File: config.mk
export PLATFORM = sky130hd
export DESIGN_NAME = uart_autobaud_flat
export DESIGN_NICKNAME = d
export VERILOG_FILES = /design/src/rtl/uart_autobaud_if.sv /design/src/rtl/uart_autobaud.sv /design/src/flat_wrapper.sv
export SDC_FILE = /design/constraint.sdc
export NUM_CORES = 1
export LEC_CHECK = 0
export BUFFER_PORTS_ARGS = -buffer_cell sky130_fd_sc_hd__buf_2
export CAP_MARGIN = 5
export CORE_MARGIN = 8
export CORE_UTILIZATION = 50
export DETAILED_ROUTE_END_ITERATION = 8
export PLACE_DENSITY = 0.66
export SETUP_SLACK_MARGIN = 0.5
export SLEW_MARGIN = 10
export SYNTH_ARGS = -nofsm -noshare
export SYNTH_HDL_FRONTEND = slang
export SYNTH_SLANG_ARGS = --single-unit
File: constraint.sdc
create_clock -name uart_clk -period 6.05 [get_ports uart_clk]
set_clock_uncertainty 0.15 [all_clocks]
set_input_delay 0.3025 -clock uart_clk [delete_from_list [all_inputs] [get_ports uart_clk]]
set_output_delay 0.3025 -clock uart_clk [all_outputs]
set_load 0.005 [all_outputs]
File: src/rtl/uart_autobaud_if.sv
// Control/status bundle between the auto-baud controller and its host.
interface uart_autobaud_if;
  logic       start;
  logic       abort;
  logic       busy;
  logic       done;
  logic       error;
  logic [1:0] err_code;
  logic [7:0] divisor;
  logic       div_update;

  modport master (
    output start, abort,
    input  busy, done, error, err_code, divisor, div_update
  );

  modport slave (
    input  start, abort,
    output busy, done, error, err_code, divisor, div_update
  );
endinterface

File: src/rtl/uart_autobaud.sv
// Auto-baud controller: times the edges of a 0x55 sync character on rx_in and
// derives an 8-bit 16x-oversampling divisor, kept unchanged on any failure.
module uart_autobaud #(
  parameter int         CNT_WIDTH   = 16,
  parameter int         MIN_BIT     = 16,
  parameter logic [7:0] DEFAULT_DIV = 8'd4
) (
  input  logic uart_clk,
  input  logic rst_n,
  input  logic rx_in,
  uart_autobaud_if.slave bus
);
  localparam int TW = CNT_WIDTH + 3;

  typedef enum logic [2:0] {IDLE, WAIT_HIGH, WAIT_FALL, MEASURE, CALC} state_t;

  state_t               state;
  logic                 rx_m, rx_s, rx_q;
  logic [CNT_WIDTH-1:0] seg_cnt, w;
  logic [TW-1:0]        total;
  logic [3:0]           seg_idx;
  logic                 busy, done, error, div_update;
  logic [1:0]           err_code;
  logic [7:0]           divisor;

  // Every edge goes through the same flops, so segment widths are exact.
  logic rx_edge, rx_fall;
  assign rx_edge = rx_s ^ rx_q;
  assign rx_fall = rx_q & ~rx_s;

  // Bit-width tolerance window of +/- W/4 around the start-bit width.
  logic [CNT_WIDTH-1:0] tol_lo;
  logic [CNT_WIDTH:0]   tol_hi;
  logic                 in_tol;
  assign tol_lo = w - (w >> 2);
  assign tol_hi = {1'b0, w} + {1'b0, (w >> 2)};
  assign in_tol = (seg_cnt >= tol_lo) && ({1'b0, seg_cnt} <= tol_hi);

  logic [TW-1:0] div_calc;
  logic          div_bad;
  assign div_calc = (total + TW'(64)) >> 7;
  assign div_bad  = (div_calc == '0) || (div_calc > TW'(255));

  logic       seg_fail;
  logic [1:0] seg_code;
  always_comb begin
    seg_fail = 1'b0;
    seg_code = 2'd0;
    if (seg_idx == 4'd1) begin
      if (seg_cnt < CNT_WIDTH'(MIN_BIT)) begin
        seg_fail = 1'b1;
        seg_code = 2'd2;
      end
    end else if (!in_tol) begin
      seg_fail = 1'b1;
      seg_code = 2'd1;
    end
  end

  always_ff @(posedge uart_clk or negedge rst_n) begin
    if (!rst_n) begin
      rx_m       <= 1'b1;
      rx_s       <= 1'b1;
      rx_q       <= 1'b1;
      state      <= IDLE;
      seg_cnt    <= '0;
      w          <= '0;
      total      <= '0;
      seg_idx    <= '0;
      busy       <= 1'b0;
      done       <= 1'b0;
      error      <= 1'b0;
      div_update <= 1'b0;
      err_code   <= 2'd0;
      divisor    <= DEFAULT_DIV;
    end else begin
      rx_m       <= rx_in;
      rx_s       <= rx_m;
      rx_q       <= rx_s;
      done       <= 1'b0;
      error      <= 1'b0;
      div_update <= 1'b0;
      if (bus.abort) begin
        state <= IDLE;
        busy  <= 1'b0;
      end else begin
        case (state)
          IDLE: if (bus.start) begin
            state <= WAIT_HIGH;
            busy  <= 1'b1;
          end
          WAIT_HIGH: if (rx_s) state <= WAIT_FALL;
          WAIT_FALL: if (rx_fall) begin
            state   <= MEASURE;
            seg_cnt <= CNT_WIDTH'(1);
            total   <= '0;
            seg_idx <= 4'd1;
          end
          MEASURE: begin
            seg_cnt <= seg_cnt + CNT_WIDTH'(1);
            // Saturated counter means the line stopped toggling.
            if (seg_cnt == '1) begin
              state    <= IDLE;
              busy     <= 1'b0;
              error    <= 1'b1;
              err_code <= 2'd3;
            end else if (rx_edge) begin
              seg_cnt <= CNT_WIDTH'(1);
              if (seg_idx == 4'd1) w <= seg_cnt;
              if (seg_fail) begin
                state    <= IDLE;
                busy     <= 1'b0;
                error    <= 1'b1;
                err_code <= seg_code;
              end else begin
                if (seg_idx <= 4'd8) total <= total + TW'(seg_cnt);
                if (seg_idx == 4'd9) state <= CALC;
                else seg_idx <= seg_idx + 4'd1;
              end
            end
          end
          CALC: begin
            state <= IDLE;
            busy  <= 1'b0;
            if (div_bad) begin
              error    <= 1'b1;
              err_code <= 2'd2;
            end else begin
              divisor    <= div_calc[7:0];
              done       <= 1'b1;
              div_update <= 1'b1;
            end
          end
          default: begin
            state <= IDLE;
            busy  <= 1'b0;
          end
        endcase
      end
    end
  end

  assign bus.busy       = busy;
  assign bus.done       = done;
  assign bus.error      = error;
  assign bus.err_code   = err_code;
  assign bus.divisor    = divisor;
  assign bus.div_update = div_update;
endmodule

File: src/flat_wrapper.sv
// flat-port wrapper written by rule: the top's interface ports become plain ports
module uart_autobaud_flat 
#(
  parameter int         CNT_WIDTH   = 16,
  parameter int         MIN_BIT     = 16,
  parameter logic [7:0] DEFAULT_DIV = 8'd4
)
  (uart_clk, rst_n, rx_in, bus_start, bus_abort, bus_busy, bus_done, bus_error, bus_err_code, bus_divisor, bus_div_update);
  uart_autobaud_if bus_i ();
  input  logic uart_clk;
  input  logic rst_n;
  input  logic rx_in;
  input wire logic [$bits(bus_i.start)-1:0] bus_start;
  input wire logic [$bits(bus_i.abort)-1:0] bus_abort;
  output wire logic [$bits(bus_i.busy)-1:0] bus_busy;
  output wire logic [$bits(bus_i.done)-1:0] bus_done;
  output wire logic [$bits(bus_i.error)-1:0] bus_error;
  output wire logic [$bits(bus_i.err_code)-1:0] bus_err_code;
  output wire logic [$bits(bus_i.divisor)-1:0] bus_divisor;
  output wire logic [$bits(bus_i.div_update)-1:0] bus_div_update;
  assign bus_i.start = bus_start;
  assign bus_i.abort = bus_abort;
  assign bus_busy = bus_i.busy;
  assign bus_done = bus_i.done;
  assign bus_error = bus_i.error;
  assign bus_err_code = bus_i.err_code;
  assign bus_divisor = bus_i.divisor;
  assign bus_div_update = bus_i.div_update;
  uart_autobaud #(.CNT_WIDTH(CNT_WIDTH), .MIN_BIT(MIN_BIT), .DEFAULT_DIV(DEFAULT_DIV)) u_core (.uart_clk(uart_clk), .rst_n(rst_n), .rx_in(rx_in), .bus(bus_i));
endmodule
After elaboration in Yosys (flattened, before gate mapping)
Index checks and enable logic that the tools add are counted.
{ "classes": {"addsub": 6, "order_cmp": 5, "n_eq_ne": 23, "mux": 51, "n_bitwise": 6, "n_reduce_logical": 15} }
{ "ops": {"columns": ["operator", "n"], "rows": [
  ["19-bit two-way mux", 5],
  ["16-bit two-way mux", 3],
  ["19-bit one-hot mux with 2 select lines", 1],
  ["16-bit one-hot mux with 2 select lines", 1],
  ["3-bit two-way mux", 8],
  ["4-bit two-way mux", 5],
  ["19-bit by 16-bit adder with 19-bit output", 1],
  ["19-bit by 7-bit adder with 19-bit output, second input constant", 1],
  ["19-bit logical NOT", 1],
  ["16-bit by 14-bit adder with 17-bit output", 1],
  ["16-bit by 17-bit <= comparator with 1-bit output", 1],
  ["1-bit two-way mux", 17],
  ["16-bit by 1-bit adder with 16-bit output, second input constant", 1],
  ["16-bit equality test, second input constant", 1],
  ["16-bit >= comparator", 1],
  ["16-bit by 5-bit less-than comparator with 1-bit output, second input constant", 1],
  ["16-bit by 14-bit subtractor with 16-bit output", 1],
  ["5-bit AND reduction", 3],
  ["7-bit AND reduction", 2],
  ["12-bit by 8-bit greater-than comparator with 1-bit output, second input constant", 1],
  ["2-bit two-way mux", 6],
  ["3-bit one-hot mux with 4 select lines", 1],
  ["2-bit by 1-bit inequality test with 1-bit output, second input constant", 5],
  ["4-bit by 2-bit inequality test with 1-bit output, second input constant", 2],
  ["other kinds (26)", 36]
]} }
{ "totals": {"regBits": 74, "in_bits": 5, "output_inout_bits": 14, "word_cells": 119} }

Logic depth before layout (Yosys ltp)
{ "logic_depth": {"depth_word": 10, "depth_mapped": 22, "depth_no_buf": 20} }

Worst setup path after synthesis
OpenSTA, ideal clock, no wires.
{ "synth_timing": {"path_type": "reg-to-reg", "startpoint": "register u_core.w[0]", "endpoint": "register u_core.total[13]", "setup_ps": 143, "arrival_ps": 3998, "required_ps": 5757, "setup_slack_ps": 1759, "stages_incl_launch_ff": 23, "path_buffers": 2, "period_less_slack_ps": 4291, "path_cell_list": "dfrtp_1 > inv_1 > ha_1 > inv_1 > fa_1 > a21o_1 > a21oi_1 > o21bai_1 > nand2_1 > a211oi_1 > o31a_1 > nand4_1 > o311ai_0 > ha_1 > and4_1 > o211ai_1 > o31ai_1 > nand4_1 > a31o_1 > buf_6 > buf_2 > nand2_1 > o31ai_2"} }
{ "synth_between": {"elab_chain_len": 7, "elab_cells_between_ends": 9} }
{ "synth_rtl": {"columns": ["element", "line", "text"], "rows": [
  ["start: declaration", "uart_autobaud.sv:19", "logic [CNT_WIDTH-1:0] seg_cnt, w;"],
  ["start signal: assignment", "uart_autobaud.sv:109", "if (seg_idx == 4'd1) w <= seg_cnt;"],
  ["16-bit by 14-bit adder with 17-bit output / 16-bit by 14-bit subtractor with 16-bit output (equally long branches)", "uart_autobaud.sv:36, uart_autobaud.sv:35", null],
  ["16-bit by 17-bit <= comparator with 1-bit output / 16-bit >= comparator (equally long branches)", "uart_autobaud.sv:37", "assign in_tol = (seg_cnt >= tol_lo) && ({1'b0, seg_cnt} <= tol_hi);"],
  ["1-bit logical AND *", "uart_autobaud.sv:37", null],
  ["1-bit two-way mux *", "uart_autobaud.sv:54", "end else if (!in_tol) begin"],
  ["1-bit two-way mux *", "uart_autobaud.sv:49", "if (seg_idx == 4'd1) begin"],
  ["2-bit inequality test (no source line) *", null, null],
  ["7-bit AND reduction (no source line) *", null, null],
  ["end signal: assignment", "uart_autobaud.sv:116", "if (seg_idx <= 4'd8) total <= total + TW'(seg_cnt);"],
  ["end: declaration", "uart_autobaud.sv:20", "logic [TW-1:0] total;"]
]} }
Every way passes the cells marked *; elsewhere a longest branch is shown, timed or not.
A chain may end at the register's enable or synchronous reset.

Worst setup path after layout
{ "layout_timing": {"startpoint": "register u_core.w[3]", "endpoint": "register u_core.total[3]"} }
Same word-level chain as after synthesis.

==> insert_results.sql <==
INSERT INTO impl_metrics (metric_group, metric, value, unit) VALUES
('outcome', 'run_status', 'finished with violations', ''),
('outcome', 'violations', 'hold timing', ''),
('place', 'gpl.final_weighted_congestion', '0.886', ''),
('detailed_routing', 'drt.antenna.violating_nets', '0', ''),
('synthesis', 'yosysSeqAreaShare', '28.7', '%'),
('global_route', 'grt_overflow', '0', ''),
('synthesis', 'synthFlopType', 'dfrtp_1', ''),
('cells_and_area', 'post_route_cells_drive_above_1_share', '11.7', '%'),
('power', 'internal-power', '0.00114', 'W'),
('synthesis', 'count_of_flip_flops_with_a_built_in_enable_after_synthesis', '0', ''),
('synthesis', 'synth-seq-cells', '74', ''),
('detailed_routing', 'detail_route.wl_per_cell', '16.2', 'µm'),
('floorplanning', 'placeableCoreArea', '12600', 'µm²'),
('job', 'drv.max_cap_violation_count', '0', ''),
('sta', 'worst-slew-pin-transition', '0.966', 'ns'),
('detailed_routing', 'post-route-drc-count', '0', ''),
('floorplanning', 'starting_density', '51.2', '%'),
('clock_tree', 'tritoncts_num_sinks', '74', ''),
('synthesis', 'synth_common_cells', 'ha_1 (82), nand2_1 (76), dfrtp_1 (70)', ''),
('synthesis', 'synth_top_cells_by_area', 'dfrtp_1 (27%), ha_1 (16%), nand2_1 (4.4%), xnor2_1 (4.1%), xor2_1 (3.5%)', ''),
('critical_path', 'crit_type', 'register to register', ''),
('critical_path', 'endpoint_kind', 'register', ''),
('power', 'power.share.switching', '36.4', '%'),
('global_route', 'globalRouteTotalUtil', '18.5', '%'),
('power', 'power.sequential.fraction', '33.8', '%'),
('detailed_routing', 'met3RoutedLength', '509', 'µm'),
('global_route', 'via_count_of_the_first_global_routing_pass', '5137', ''),
('sta', 'slew_viol_final', '0', ''),
('cells_and_area', 'design.final.nets', '827', ''),
('synthesis', 'post_synth_num_cell_types', '72', ''),
('floorplanning', 'fp.dieArea', '16800', 'µm²'),
('critical_path', 'critPathMaxFanout', '30', ''),
('clock_tree', 'clk_latency', '0.34', 'ns'),
('global_route', 'first_pass_grt_wire_length', '25200', 'µm'),
('power', 'p_leak', '3.22', 'nW'),
('sta', 'max_freq', '0.203', 'GHz'),
('cells_and_area', 'n_antenna_cell', '0', ''),
('clock_tree', 'cts_made_buffers', '9', ''),
('power', 'vdd.ir_drop.worst', '0.000178', 'V'),
('detailed_routing', 'num_vias', '5378', ''),
('cells_and_area', 'final_cell_area', '6970', 'µm²'),
('sta', 'unrepaired_setup_endpoints_after_global_routing', 'false', ''),
('detailed_routing', 'dr_vias_cell', '5.88', ''),
('clock_tree', 'post-cts-setup-buffer-count', '0', ''),
('floorplanning', 'die_h', '130', 'µm'),
('sta', 'post-route-worst-setup-slack', '1.13', 'ns'),
('synthesis', 'avgSynthCellArea', '8.82', 'µm²'),
('place', 'detailed_place.area', '6630', 'µm²'),
('detailed_routing', 'detailroute.wirelength.met2', '7010', 'µm'),
('global_route', 'number_of_antenna_violations_at_the_first_check_in_global_routing', '0', ''),
('min_path', 'worst_hold_path_type', 'input port to asynchronous set/reset pin', ''),
('power', 'share_clk_of_total_power', '31.8', '%'),
('sta', 'worst_slew_margin_rel', '35.6', '%'),
('power', 'power.share.combinational', '34.3', '%'),
('critical_path', 'worst-endpoint-required', '6.15', 'ns'),
('detailed_routing', 'drt_pre_antenna_iters', '5', ''),
('clock_tree', 'ctsRootBufferMaster', 'clkbuf_16', ''),
('critical_path', 'crit_path_start_kind', 'register', ''),
('synthesis', 'ys_warn_count', '0', ''),
('sta', 'tns', '0', 'ns'),
('sta', 'layout_min_cycle_time', '4.92', 'ns'),
('power', 'power_density', '256', 'nW/µm²'),
('power', 'power_switching', '0.000651', 'W'),
('sta', 'timing.final.hold_violations', '57', ''),
('detailed_routing', 'm1WireLength', '7100', 'µm'),
('place', 'place.port_buffers', '18', ''),
('sta', 'holdWs', '-0.0434', 'ns'),
('clock_tree', 'ctsHtreeMaxLevel', '3', ''),
('synthesis', 'syn-cell-area', '6460', 'µm²'),
('sta', 'endpoints_failing_setup', '0', ''),
('detailed_routing', 'topRoutingLayerUsed', 'met4', '');
worst paths after layout:
check,start,end,slack [ns],depth (start not counted)
min in group uart_clk,u_core.rx_m,u_core.rx_s,0.21,0
setup / recovery,u_core.w[3],u_core.total[3],1.13,20
max in group asynchronous,rst_n,u_core.w[9],5.17,1
hold reg to reg,u_core.rx_m,u_core.rx_s,0.21,0
setup reg to reg,u_core.w[3],u_core.total[3],1.13,20
hold / removal,rst_n,u_core.bus.divisor[4],-0.04,1
placed cells by master (no fill, tap or decap), types with 10 or more instances in the layout:
cell type	instances
mux2_2	19
a21oi_1	39
xor2_1	26
o31ai_2	13
nor3_1	27
nor2_1	48
inv_1	44
xnor2_1	30
nand3_1	23
ha_1	82
nand2_1	76
dfrtp_1	70
nand4_1	14
buf_2	17
a21o_1	10
o21ai_0	38
flip-flops by register name, indices dropped and copies added, names as in the netlist:
register,count
u_core.total,19
u_core.seg_cnt,16
u_core.w,16
u_core.bus.divisor,8
u_core.seg_idx,4
u_core.state,3
u_core.bus.err_code,2
u_core.bus.busy,1
u_core.bus.done,1
u_core.bus.error,1
u_core.rx_m,1
u_core.rx_q,1
u_core.rx_s,1
cell families (layout without fill, tap and decap cells):
logic type	after synthesis	in the layout	share of synthesized area, %
AND/OR/NAND/NOR	245	245	18.7
AO/OA/AOI/OAI	178	178	19.5
adder cells (fa/ha/maj)	85	85	16.8
flip-flops	74	74	28.7
buffers and inverters	72	82	4.90
XOR/XNOR	56	56	7.59
multiplexers	22	22	3.78
metrics by stage:
| stage | util (%) | power, W | cells |
|---|---|---|---|
| floorplan | - | 0.00106 | 732 |
| global placement | 52.6 | 0.00118 | 897 |
| detailed placement | 52.6 | 0.00120 | 897 |
| CTS | 55.1 | 0.00177 | 914 |
| global route | 55.2 | 0.00190 | 914 |
| finish | 55.2 | 0.00179 | 914 |
what timing repair did:
item                       CTS  global route
hold buffers                 1             0
setup endpoints to repair    0             4
resized for setup            0             2
hold endpoints to repair     1             0
routing by layer:
layer / track usage [%] / up-vias
li1: - / 2658
met1: 25.2 / 2608
met2: 30.0 / 95
met3: 2.34 / 17
met4: 6.01 / 0
met5: 0 / -
power groups by stage:
stage          Clock [W]  Sequential [W]  Combinational [W]
3_5_place_dp           0        0.000614           0.000589
4_1_cts         0.000575        0.000605           0.000593
5_1_grt         0.000597        0.000613           0.000689
2_1_floorplan          0        0.000585           0.000473
6_report        0.000569        0.000605           0.000614
3_3_place_gp           0        0.000611           0.000572
critical path, cell delays in order, from the launching register on:
cell and delay [ns]:
dfrtp_1 0.42, inv_1 0.16, ha_1 0.27, nor2b_1 0.13
o21ai_0 0.23, a21oi_1 0.12, o21ai_0 0.31, a211oi_1 0.18
o31ai_1 0.41, o21bai_1 0.13, xnor2_1 0.14, ha_1 0.29
a21o_1 0.18, a21o_1 0.17, a221oi_1 0.31, o31ai_2 0.17
nand4_1 0.19, a31o_4 0.45, buf_4 0.25, nand2_1 0.08
o31ai_2 0.06
cell type report:
cell class / instances / area (µm²)
fill: 1153 / 5650
multi-input combinational: 586 / 4300
sequential: 74 / 1860
clock buffer: 11 / 253
tap: 172 / 215
inverter: 45 / 169
timing repair buffer: 21 / 118
clock inverter: 5 / 60.1
Power figures use the tool's default switching activity.
